$ cat src/rtl/fb_triple_buffer_ctrl.sv
// Triple-buffer bank controller: rotates three frame-buffer banks between a
// frame writer and the display so that the display switches only at the start
// of vertical blanking and never shows a partially written frame.
module fb_triple_buffer_ctrl #(
    parameter int unsigned BANK_WORDS = 153600,
    parameter int unsigned ADDR_W     = 20,
    parameter int unsigned CNT_W      = 16
) (
    input  logic              clk24,
    input  logic              rst,
    input  logic              disp_vblank,
    input  logic              wr_frame_start,
    input  logic              wr_frame_done,
    input  logic              wr_abort,
    output logic [1:0]        disp_bank,
    output logic [1:0]        wr_bank,
    output logic [ADDR_W-1:0] disp_base_addr,
    output logic [ADDR_W-1:0] wr_base_addr,
    output logic              wr_busy,
    output logic              new_frame,
    output logic [CNT_W-1:0]  frames_dropped,
    output logic [CNT_W-1:0]  frames_repeated
);

    typedef enum logic {
        ST_IDLE    = 1'b0,
        ST_WRITING = 1'b1
    } wr_state_e;

    wr_state_e         state_q, state_d;
    logic [1:0]        disp_bank_q, disp_bank_d;
    logic [1:0]        wr_bank_q, wr_bank_d;
    logic [1:0]        rdy_bank_q, rdy_bank_d;
    logic              rdy_valid_q, rdy_valid_d;
    logic              vblank_q, vblank_d;
    logic              wr_busy_q, wr_busy_d;
    logic              new_frame_q, new_frame_d;
    logic [CNT_W-1:0]  dropped_q, dropped_d;
    logic [CNT_W-1:0]  repeated_q, repeated_d;
    logic [ADDR_W-1:0] disp_addr_q, disp_addr_d;
    logic [ADDR_W-1:0] wr_addr_q, wr_addr_d;
    logic              vblank_rise;
    logic              frame_complete;

    // Base address of a bank; only banks 0..2 ever occur.
    function automatic logic [ADDR_W-1:0] bank_base(input logic [1:0] bank);
        case (bank)
            2'd1:    return ADDR_W'(BANK_WORDS);
            2'd2:    return ADDR_W'(2 * BANK_WORDS);
            default: return '0;
        endcase
    endfunction

    // Counter increment that holds at all-ones.
    function automatic logic [CNT_W-1:0] sat_inc(input logic [CNT_W-1:0] v);
        return (v == '1) ? v : v + CNT_W'(1);
    endfunction

    // Writer FSM, bank rotation, statistics and next-state base addresses.
    always_comb begin
        state_d     = state_q;
        disp_bank_d = disp_bank_q;
        wr_bank_d   = wr_bank_q;
        rdy_bank_d  = rdy_bank_q;
        rdy_valid_d = rdy_valid_q;
        vblank_d    = disp_vblank;
        new_frame_d = 1'b0;
        dropped_d   = dropped_q;
        repeated_d  = repeated_q;

        vblank_rise    = disp_vblank & ~vblank_q;
        frame_complete = (state_q == ST_WRITING) && wr_frame_done;

        case (state_q)
            ST_IDLE: begin
                if (wr_frame_start) state_d = ST_WRITING;
            end
            ST_WRITING: begin
                if (wr_frame_done || wr_abort) state_d = ST_IDLE;
            end
            default: state_d = ST_IDLE;
        endcase

        if (frame_complete && vblank_rise) begin
            // Fresh frame goes straight to display; old display bank becomes spare.
            disp_bank_d = wr_bank_q;
            wr_bank_d   = rdy_bank_q;
            rdy_bank_d  = disp_bank_q;
            rdy_valid_d = 1'b0;
            new_frame_d = 1'b1;
            if (rdy_valid_q) dropped_d = sat_inc(dropped_q);
        end else if (frame_complete) begin
            wr_bank_d   = rdy_bank_q;
            rdy_bank_d  = wr_bank_q;
            rdy_valid_d = 1'b1;
            if (rdy_valid_q) dropped_d = sat_inc(dropped_q);
        end else if (vblank_rise) begin
            if (rdy_valid_q) begin
                disp_bank_d = rdy_bank_q;
                rdy_bank_d  = disp_bank_q;
                rdy_valid_d = 1'b0;
                new_frame_d = 1'b1;
            end else begin
                repeated_d = sat_inc(repeated_q);
            end
        end

        wr_busy_d   = (state_d == ST_WRITING);
        disp_addr_d = bank_base(disp_bank_d);
        wr_addr_d   = bank_base(wr_bank_d);
    end

    // State registers with synchronous reset.
    always_ff @(posedge clk24) begin
        if (rst) begin
            state_q     <= ST_IDLE;
            disp_bank_q <= 2'd0;
            wr_bank_q   <= 2'd1;
            rdy_bank_q  <= 2'd2;
            rdy_valid_q <= 1'b0;
            vblank_q    <= 1'b1;
            wr_busy_q   <= 1'b0;
            new_frame_q <= 1'b0;
            dropped_q   <= '0;
            repeated_q  <= '0;
            disp_addr_q <= '0;
            wr_addr_q   <= ADDR_W'(BANK_WORDS);
        end else begin
            state_q     <= state_d;
            disp_bank_q <= disp_bank_d;
            wr_bank_q   <= wr_bank_d;
            rdy_bank_q  <= rdy_bank_d;
            rdy_valid_q <= rdy_valid_d;
            vblank_q    <= vblank_d;
            wr_busy_q   <= wr_busy_d;
            new_frame_q <= new_frame_d;
            dropped_q   <= dropped_d;
            repeated_q  <= repeated_d;
            disp_addr_q <= disp_addr_d;
            wr_addr_q   <= wr_addr_d;
        end
    end

    assign disp_bank       = disp_bank_q;
    assign wr_bank         = wr_bank_q;
    assign disp_base_addr  = disp_addr_q;
    assign wr_base_addr    = wr_addr_q;
    assign wr_busy         = wr_busy_q;
    assign new_frame       = new_frame_q;
    assign frames_dropped  = dropped_q;
    assign frames_repeated = repeated_q;

endmodule

$ cat config.mk
export PLATFORM = sky130hd
export DESIGN_NAME = fb_triple_buffer_ctrl
export DESIGN_NICKNAME = d
export VERILOG_FILES = /design/src/rtl/fb_triple_buffer_ctrl.sv
export SDC_FILE = /design/constraint.sdc
export NUM_CORES = 1
export LEC_CHECK = 0
export ABC_CLOCK_PERIOD_IN_PS = 4050
export CORE_ASPECT_RATIO = 0.9
export CORE_MARGIN = 4
export CORE_UTILIZATION = 49
export CTS_BUF_LIST = sky130_fd_sc_hd__clkbuf_16
export DETAILED_ROUTE_END_ITERATION = 12
export GPL_TIMING_DRIVEN = 0
export PLACE_DENSITY = 0.95
export SLEW_MARGIN = 20
export SYNTH_ARGS = -nofsm -noshare
export SYNTH_HDL_FRONTEND = slang
export SYNTH_SLANG_ARGS = --single-unit
$ cat constraint.sdc
create_clock -name clk24 -period 4.05 [get_ports clk24]
set_input_delay 0.81 -clock clk24 [delete_from_list [all_inputs] [get_ports clk24]]
set_output_delay 0.81 -clock clk24 [all_outputs]
set_load 0.05 [all_outputs]
After elaboration in Yosys (flattened, before gate mapping)
Cells that the tools add are included.
{"block": "totals", "ff_bits": 82, "in_bits": 6, "out_inout_bits": 78, "wordCells": 61}
{"block": "classes", "addsub": 2, "n_eq_ne": 6, "mux": 25, "bitwise_logic": 7, "reduce_logical": 10}
{"op": "19-bit case mux with 2 select lines", "n": 2}
{"op": "16-bit two-way mux", "n": 4}
{"op": "16-bit by 1-bit adder with 16-bit output, second input constant", "n": 2}
{"op": "16-bit equality test, second input constant", "n": 2}
{"op": "2-bit two-way mux", "n": 10}
{"op": "1-bit two-way mux", "n": 8}
{"op": "1-bit inverter", "n": 6}
{"op": "3-bit nonzero test", "n": 2}
{"op": "5-bit AND reduction", "n": 1}
{"op": "2-bit by 1-bit equality test with 1-bit output, second input constant", "n": 2}
{"op": "2-bit equality test, second input constant", "n": 2}
{"op": "2-bit nonzero test", "n": 2}
{"op": "1-bit logical AND", "n": 2}
{"op": "1-bit case mux with 2 select lines", "n": 1}
{"op": "2-bit AND reduction", "n": 1}
{"op": "2-bit OR reduction", "n": 1}
{"op": "1-bit AND", "n": 1}
{"op": "1-bit logical OR", "n": 1}

Logic depth before layout (Yosys ltp)
Gate-level depths: netlist (run 1).
{"block": "logic_depth", "depth_word": 7, "mapped_depth": 7, "depth_no_buf": 6}

Least setup slack after synthesis (run 1)
Ideal clock, no wire load.
{"block": "synth_path", "kind": "input -> register", "from": "in wr_frame_done", "to": "reg repeated_q[15] (netlist: frames_repeated[15])", "setup_ps": 121, "arrival_time_ps": 2116, "required_time_ps": 3929, "path_slack_ps": 1814, "cell_stages": 5, "path_buffers": 1, "path_cell_list": "clkbuf_1 a21oi_1 nand4_1 nor4_1 mux2_2"}
{"block": "synth_via", "elab_chain_cells": 4, "word_cells_on_any_way": 5, "cone_classes": "bitwise (2); reduce/logical (3)"}
{"item": "start, declared", "line_no": "13", "source": "input logic wr_frame_done,"}
{"item": "1-bit logical AND *", "line_no": "72", "source": "frame_complete = (state_q == ST_WRITING) && wr_frame_done;"}
{"item": "1-bit logical AND", "line_no": "84", "source": "if (frame_complete && vblank_rise) begin"}
{"item": "1-bit inverter (no source line)"}
{"item": "5-bit AND reduction (no source line) *"}
{"item": "end signal, assigned", "line_no": "138", "source": "repeated_q <= repeated_d;"}
{"item": "end, declared", "line_no": "39", "source": "logic [CNT_W-1:0] repeated_q, repeated_d;"}
Mark *: on every way between the ends. The rest lies on a longest branch, timed or not.
A chain may end at the register's enable or synchronous reset.

Worst setup path in the final report (run 1)
{"block": "layout_path", "from": "in wr_frame_done", "to": "reg repeated_q[5] (netlist: frames_repeated[5])"}
The elaborated chain is that of the path after synthesis.

==> reports/qor.yml, run 1 <==
tightestPinTransition_ns: 0.8418
viasPerCell: 5.581
cts_root_buf: "clkbuf_16"
grt_use_met2: 0.3466
synth.cell_area_sq_um: 2534
die_area_sq_um: 6386
p_per_area_nw_per_um2: 308.0
crit_type: "input pin to register"
yosys_warnings: 0
vdd_drop_max_mv: 0.3114
slew_viol_final: 0
met3_usage: 0.04865
postSynth.asyncResetShare: 0
grt_max_degree: 16
synth_cell_types: 41
fin_tns_setup_ns: 0
io_pins: 84
num_rows: 24
start_util: 0.5145
relSlewSlack: 0.4336
clkSinkCount: 48
clk_pin_slew_worst_paths_ns: 0.06
ctsResizeCount: 0
timing.final.crit_share: 0.6966
crit_fanout: 10
syn2layout_area_growth_pct: 35.06
syn_avg_cell_area_sq_um: 8.560
insertedDiodeCount: 0
fin_cells: 451
period_needed_ns: 2.821
synth_edf_count: 0
hpwlAfterDp_mm: 4.743
cp-start-kind: "input pin"
grt-busiest-layer: "met2"
wl_per_cell_um: 14.53
fp.dieW_um: 83.80
grt_remaining_overflow: 0
nets: 397
gp_congestion: 0.9127
status: "completed"
setup_viol: 0
max-cap-violations: 0
hold_viol_final: 0
grt_antenna_before_repair: 0
clockBufferDepth: 2
hold-path-cell-count: 2
grt_setup_unrepaired: "false"
finClkSkew_ns: 0.003845
core_sq_um: 4925
r2r_setup_slack_ns: 1.71
hp-class: "register to register"
grt_use_met1: 0.2447
drtPass1Iterations: 5
port_buffers: 57
drive_above_1_share: 0.1321
worstPathArrival_ns: 3.00
h-tree-depth: 2
leakage_uw: 0.001286
clock.fmax_mhz: 354.5
synth-seq-area-share: 0.3793
grt_pass1_vias: 2302
wl_mm: 6.552
synth-main-ff-cell: "dfxtp_1"
required_ns: 4.22
vias: 2517
cts_tree: "yes"
placed_cells: 443
cts_buffers: 5
synth-seq-cells: 48
end_kind: "register"
reg2reg_depth: 6
grtUsageTotal: 0.1994
drtAntennaViolNets: 0
cts_setup_buffers: 0
clk_latency_ns: 0.28
cts_hold_buf: 0
drc: 0
drtIter0Drc: 116
syn_inst: 296
die_y_um: 76.22
grt_pass1_wl_mm: 10.76
[kinds of logic after synthesis]
group | share of synthesized area
DFF | 0.3793
and+or+nand+nor | 0.2637
muxes | 0.03852
adders and majority gates | 0.02963
xor gates and xnor gates | 0.003457
AOI/OAI and AO/OA | 0.1551
other | 0.001480
buffers and inverters | 0.1289
[cell usage after synthesis (all sizes together) (2+ instances only)]
library cell	number	area [sq um]
nand2	13	48.80
or4	14	108.9
and3	3	18.77
nor4	9	56.30
ha	6	75.07
nor3	4	20.02
nand3	15	75.07
buf	35	259.0
or3	9	56.30
a221oi	2	17.52
a32o	2	20.02
nor2b	10	62.56
a21oi	25	125.1
mux2i	3	30.03
or2	4	25.03
nand4	10	62.56
nor2	15	56.30
o31ai	14	105.1
o21ai	12	60.06
mux2	6	67.56
and4	5	43.79
dfxtp	48	960.9
clkbuf	10	37.54
a22oi	2	15.01
inv	8	30.03
[layout by cell type, fill, tap and decap left out, drive strengths merged, types with 2 or more instances in the layout]
master	netlist	layout
nor2b	10	10
mux2	6	6
a22oi	2	2
inv	8	9
ha	6	6
nand3	15	15
a221oi	2	2
clkbuf	10	15
nand4	10	10
clkdlybuf4s50	0	57
or2	4	4
and3	3	3
and4	5	5
conb	1	26
mux2i	3	3
o21ai	12	12
clkinv	0	2
nor2	15	15
dfxtp	48	48
or3	9	9
o31ai	14	14
nor4	9	9
nand2	13	13
or4	14	14
a32o	2	2
nor3	4	4
buf	35	35
a21oi	25	25
[where the power goes]
group	total (uW)	internal [uW]	switching (uW)
logic	168	50.3	118
clock network	399	228	172
registers	487	480	6.69
total	1050	758	296
[final timing paths]
| check | from | to |
|---|---|---|
| setup / recovery | wr_frame_done | frames_repeated[5] |
| hold / removal | frames_dropped[15] | frames_dropped[15] |
| setup reg to reg | frames_dropped[0] | frames_dropped[6] |
| hold reg to reg | frames_dropped[15] | frames_dropped[15] |
[flip-flops by register name, indices dropped and copies added, names as in the netlist]
name / count
disp_bank: 2
disp_base_addr: 3
frames_dropped: 16
frames_repeated: 16
new_frame: 1
rdy_bank_q: 2
rdy_valid_q: 1
vblank_q: 1
wr_bank: 2
wr_base_addr: 3
wr_busy: 1
[stage by stage]
stage | power, uW | cell area, sq um | utilization | hold WS (ns) | setup WS (ns)
after floorplan | 629.2 | 2628 | - | 0.5131 | 1.814
after global placement | 658.9 | 3279 | 0.6659 | 0.4862 | 1.099
after detailed placement | 661.8 | 3279 | 0.6659 | 0.4953 | 1.004
after CTS | 1059 | 3422 | 0.6949 | 0.5061 | 1.241
after global routing | 1085 | 3422 | 0.6949 | 0.5364 | 1.079
final | 1054 | 3422 | 0.6949 | 0.4995 | 1.229
[metal layers]
metal  part of all wire  up-vias  wire [um]
li1                   -     1225          -
met1               0.42     1166       2724
met2               0.49      116       3218
met3              0.082       10        534
met4              0.011        0         75
met5                  0        -          0
[critical path, stage by stage]
cell and delay, ns:
clkdlybuf4s50_1 0.43, clkbuf_1 0.23, a21oi_1 0.43, nand2_1 0.29, nor4b_1 0.43, mux2_2 0.38
[final cells by class]
class	count	area, sq um
timing repair buffer	57	570.5
buffer	45	296.5
inverter	8	30.03
sequential	48	960.9
clock buffer	5	125.1
fill	396	1503
tap	65	81.33
clock inverter	3	17.52
multi-input combinational	220	1340
Note: power is estimated with default switching activity, not from simulation.
==> inputs of run 2 (changes only) <==
--- a/config.mk
+++ b/config.mk
@@ -5,14 +5,14 @@
 export SDC_FILE = /design/constraint.sdc
 export NUM_CORES = 1
 export LEC_CHECK = 0
-export ABC_CLOCK_PERIOD_IN_PS = 4050
+export ABC_CLOCK_PERIOD_IN_PS = 2700
 export CORE_ASPECT_RATIO = 0.9
 export CORE_MARGIN = 4
-export CORE_UTILIZATION = 49
+export CORE_UTILIZATION = 46
 export CTS_BUF_LIST = sky130_fd_sc_hd__clkbuf_16
 export DETAILED_ROUTE_END_ITERATION = 12
 export GPL_TIMING_DRIVEN = 0
-export PLACE_DENSITY = 0.95
+export PLACE_DENSITY = 0.91
 export SLEW_MARGIN = 20
 export SYNTH_ARGS = -nofsm -noshare
 export SYNTH_HDL_FRONTEND = slang
==> constraint.sdc (replaced) <==
create_clock -name clk24 -period 2.7 [get_ports clk24]
set_input_delay 0.54 -clock clk24 [delete_from_list [all_inputs] [get_ports clk24]]
set_output_delay 0.54 -clock clk24 [all_outputs]
set_load 0.05 [all_outputs]
==> reports/qor.yml, run 2 (synthesis results as in run 1) <==
clock.fmax_mhz: 401.7
max-cap-violations: 0
core_sq_um: 5286
switching_share: 0.2633
drtAntennaViolNets: 0
num_rows: 25
leakage_uw: 0.001300
port_buffers: 57
cts_root_buf: "clkbuf_16"
viasPerCell: 5.550
power_frac_comb: 0.150
drive_above_1_share: 0.1321
grt_antenna_before_repair: 0
clockBufferDepth: 2
cp-start-kind: "input pin"
cts_hold_buf: 0
vias: 2514
relSlewSlack: 0.4384
slew_viol_final: 0
die_y_um: 78.41
nets: 397
period_needed_ns: 2.489
wl_per_cell_um: 14.39
start_util: 0.4793
wl_mm: 6.519
gp_congestion: 0.9134
vdd_drop_max_mv: 0.4149
cpPeakStageDelay_ns: 0.44
clkPwrFrac: 0.412
io_pins: 84
timing.final.ws_setup_ns: 0.2106
h-tree-depth: 2
setup_viol: 0
drc: 0
grt_setup_unrepaired: "false"
clk_latency_ns: 0.28
r2r_setup_slack_ns: 0.41
dpl_cell_area_sq_um: 3282
clkSinkCount: 48
cts_setup_buffers: 0
internal-power_uw: 1227
cts_tree: "yes"
worstPathArrival_ns: 2.66
hp-class: "register to register"
grtUsageTotal: 0.1935
grt_remaining_overflow: 0
status: "completed"
drtIter0Drc: 94
layout_common_cells: "clkdlybuf4s50_1 (57), dfxtp_1 (48), buf_4 (34)"
ctsResizeCount: 0
die_area_sq_um: 6761
timing.final.crit_share: 0.9220
hpwlAfterDp_mm: 4.810
final_area_sq_um: 3446
grt_pass1_wl_mm: 10.84
final_common_cell: "clkdlybuf4s50_1"
grt_max_degree: 15
post-place-ws_ns: -0.05438
hold_viol_final: 0
fillCellCount: 458
insertedDiodeCount: 0
drtPass1Iterations: 5
finClkSkew_ns: 0.004009
final_core_util: 0.6518
required_ns: 2.87
p_per_area_nw_per_um2: 483.3
crit_fanout: 10
clk_pin_slew_worst_paths_ns: 0.06
p_switching_uw: 438.6
slowest_stage: "clkdlybuf4s50_1"
hold_slack_ns: 0.5095
fp.dieW_um: 86.23
tightestPinTransition_ns: 0.8348
cts_buffers: 5
crit_chain: "clkdlybuf4s50_1, clkbuf_1, a21oi_1, nand4_1, nor4_1, mux2_2"
grt_pass1_vias: 2361
crit_type: "input pin to register"
sequentialPowerShare: 0.438
syn2layout_area_growth_pct: 36.00
end_kind: "register"
[run 2: critical path, delay by kind of cell]
family | cells | cell delay, ns
simple gates | 2 | 0.71
mux | 1 | 0.38
compound gates | 1 | 0.37
buf+inv | 2 | 0.67
[run 2: power groups by stage]
stage | clock [uW] | combinational, uW | sequential, uW
final | 686 | 250 | 730
after floorplan | 0 | 171 | 773
after detailed placement | 0 | 247 | 746
after global placement | 0 | 244 | 745
after CTS | 693 | 248 | 730
after global routing | 717 | 265 | 732
[run 2: worst paths after layout]
kind / start / to / cells past startpoint
hold reg to reg: frames_dropped[15] / frames_dropped[15] / 2
setup reg to reg: frames_dropped[0] / frames_dropped[6] / 6
setup / recovery: wr_frame_done / frames_repeated[15] / 6
hold / removal: frames_dropped[15] / frames_dropped[15] / 2
[run 2: metal layers]
metal  wire length [um]  vias to the layer above  global-route usage  part of all wire
met3                642                       10             0.05352             0.098
met1               2747                     1163              0.2434              0.42
met2               3047                      115              0.3228              0.47
met5                  0                        -                   0                 0
li1                   -                     1226                   -                 -
met4                 82                        0             0.05607             0.013
[run 2: cell type report]
| class | count | area [sq um] | share of cell area |
|---|---|---|---|
| Buffer | 45 | 296.5 | 0.08606 |
| Clock buffer | 5 | 125.1 | 0.03631 |
| Clock inverter | 3 | 38.79 | 0.01126 |
| Inverter | 8 | 30.03 | 0.008715 |
| Multi-Input combinational cell | 220 | 1340 | 0.3889 |
| Sequential cell | 48 | 960.9 | 0.2789 |
| Tap cell | 67 | 83.83 | 0.02433 |
| Timing Repair Buffer | 57 | 570.5 | 0.1656 |
[run 2: per-stage QoR]
step                      setup TNS (ns)  power [uW]  std cells
final                                  0        1665        453
after global routing                   0        1714        453
after CTS                              0        1671        453
after detailed placement        -0.09152       992.5        445
after global placement                 0       988.9        445
after floorplan                        0       943.8        321
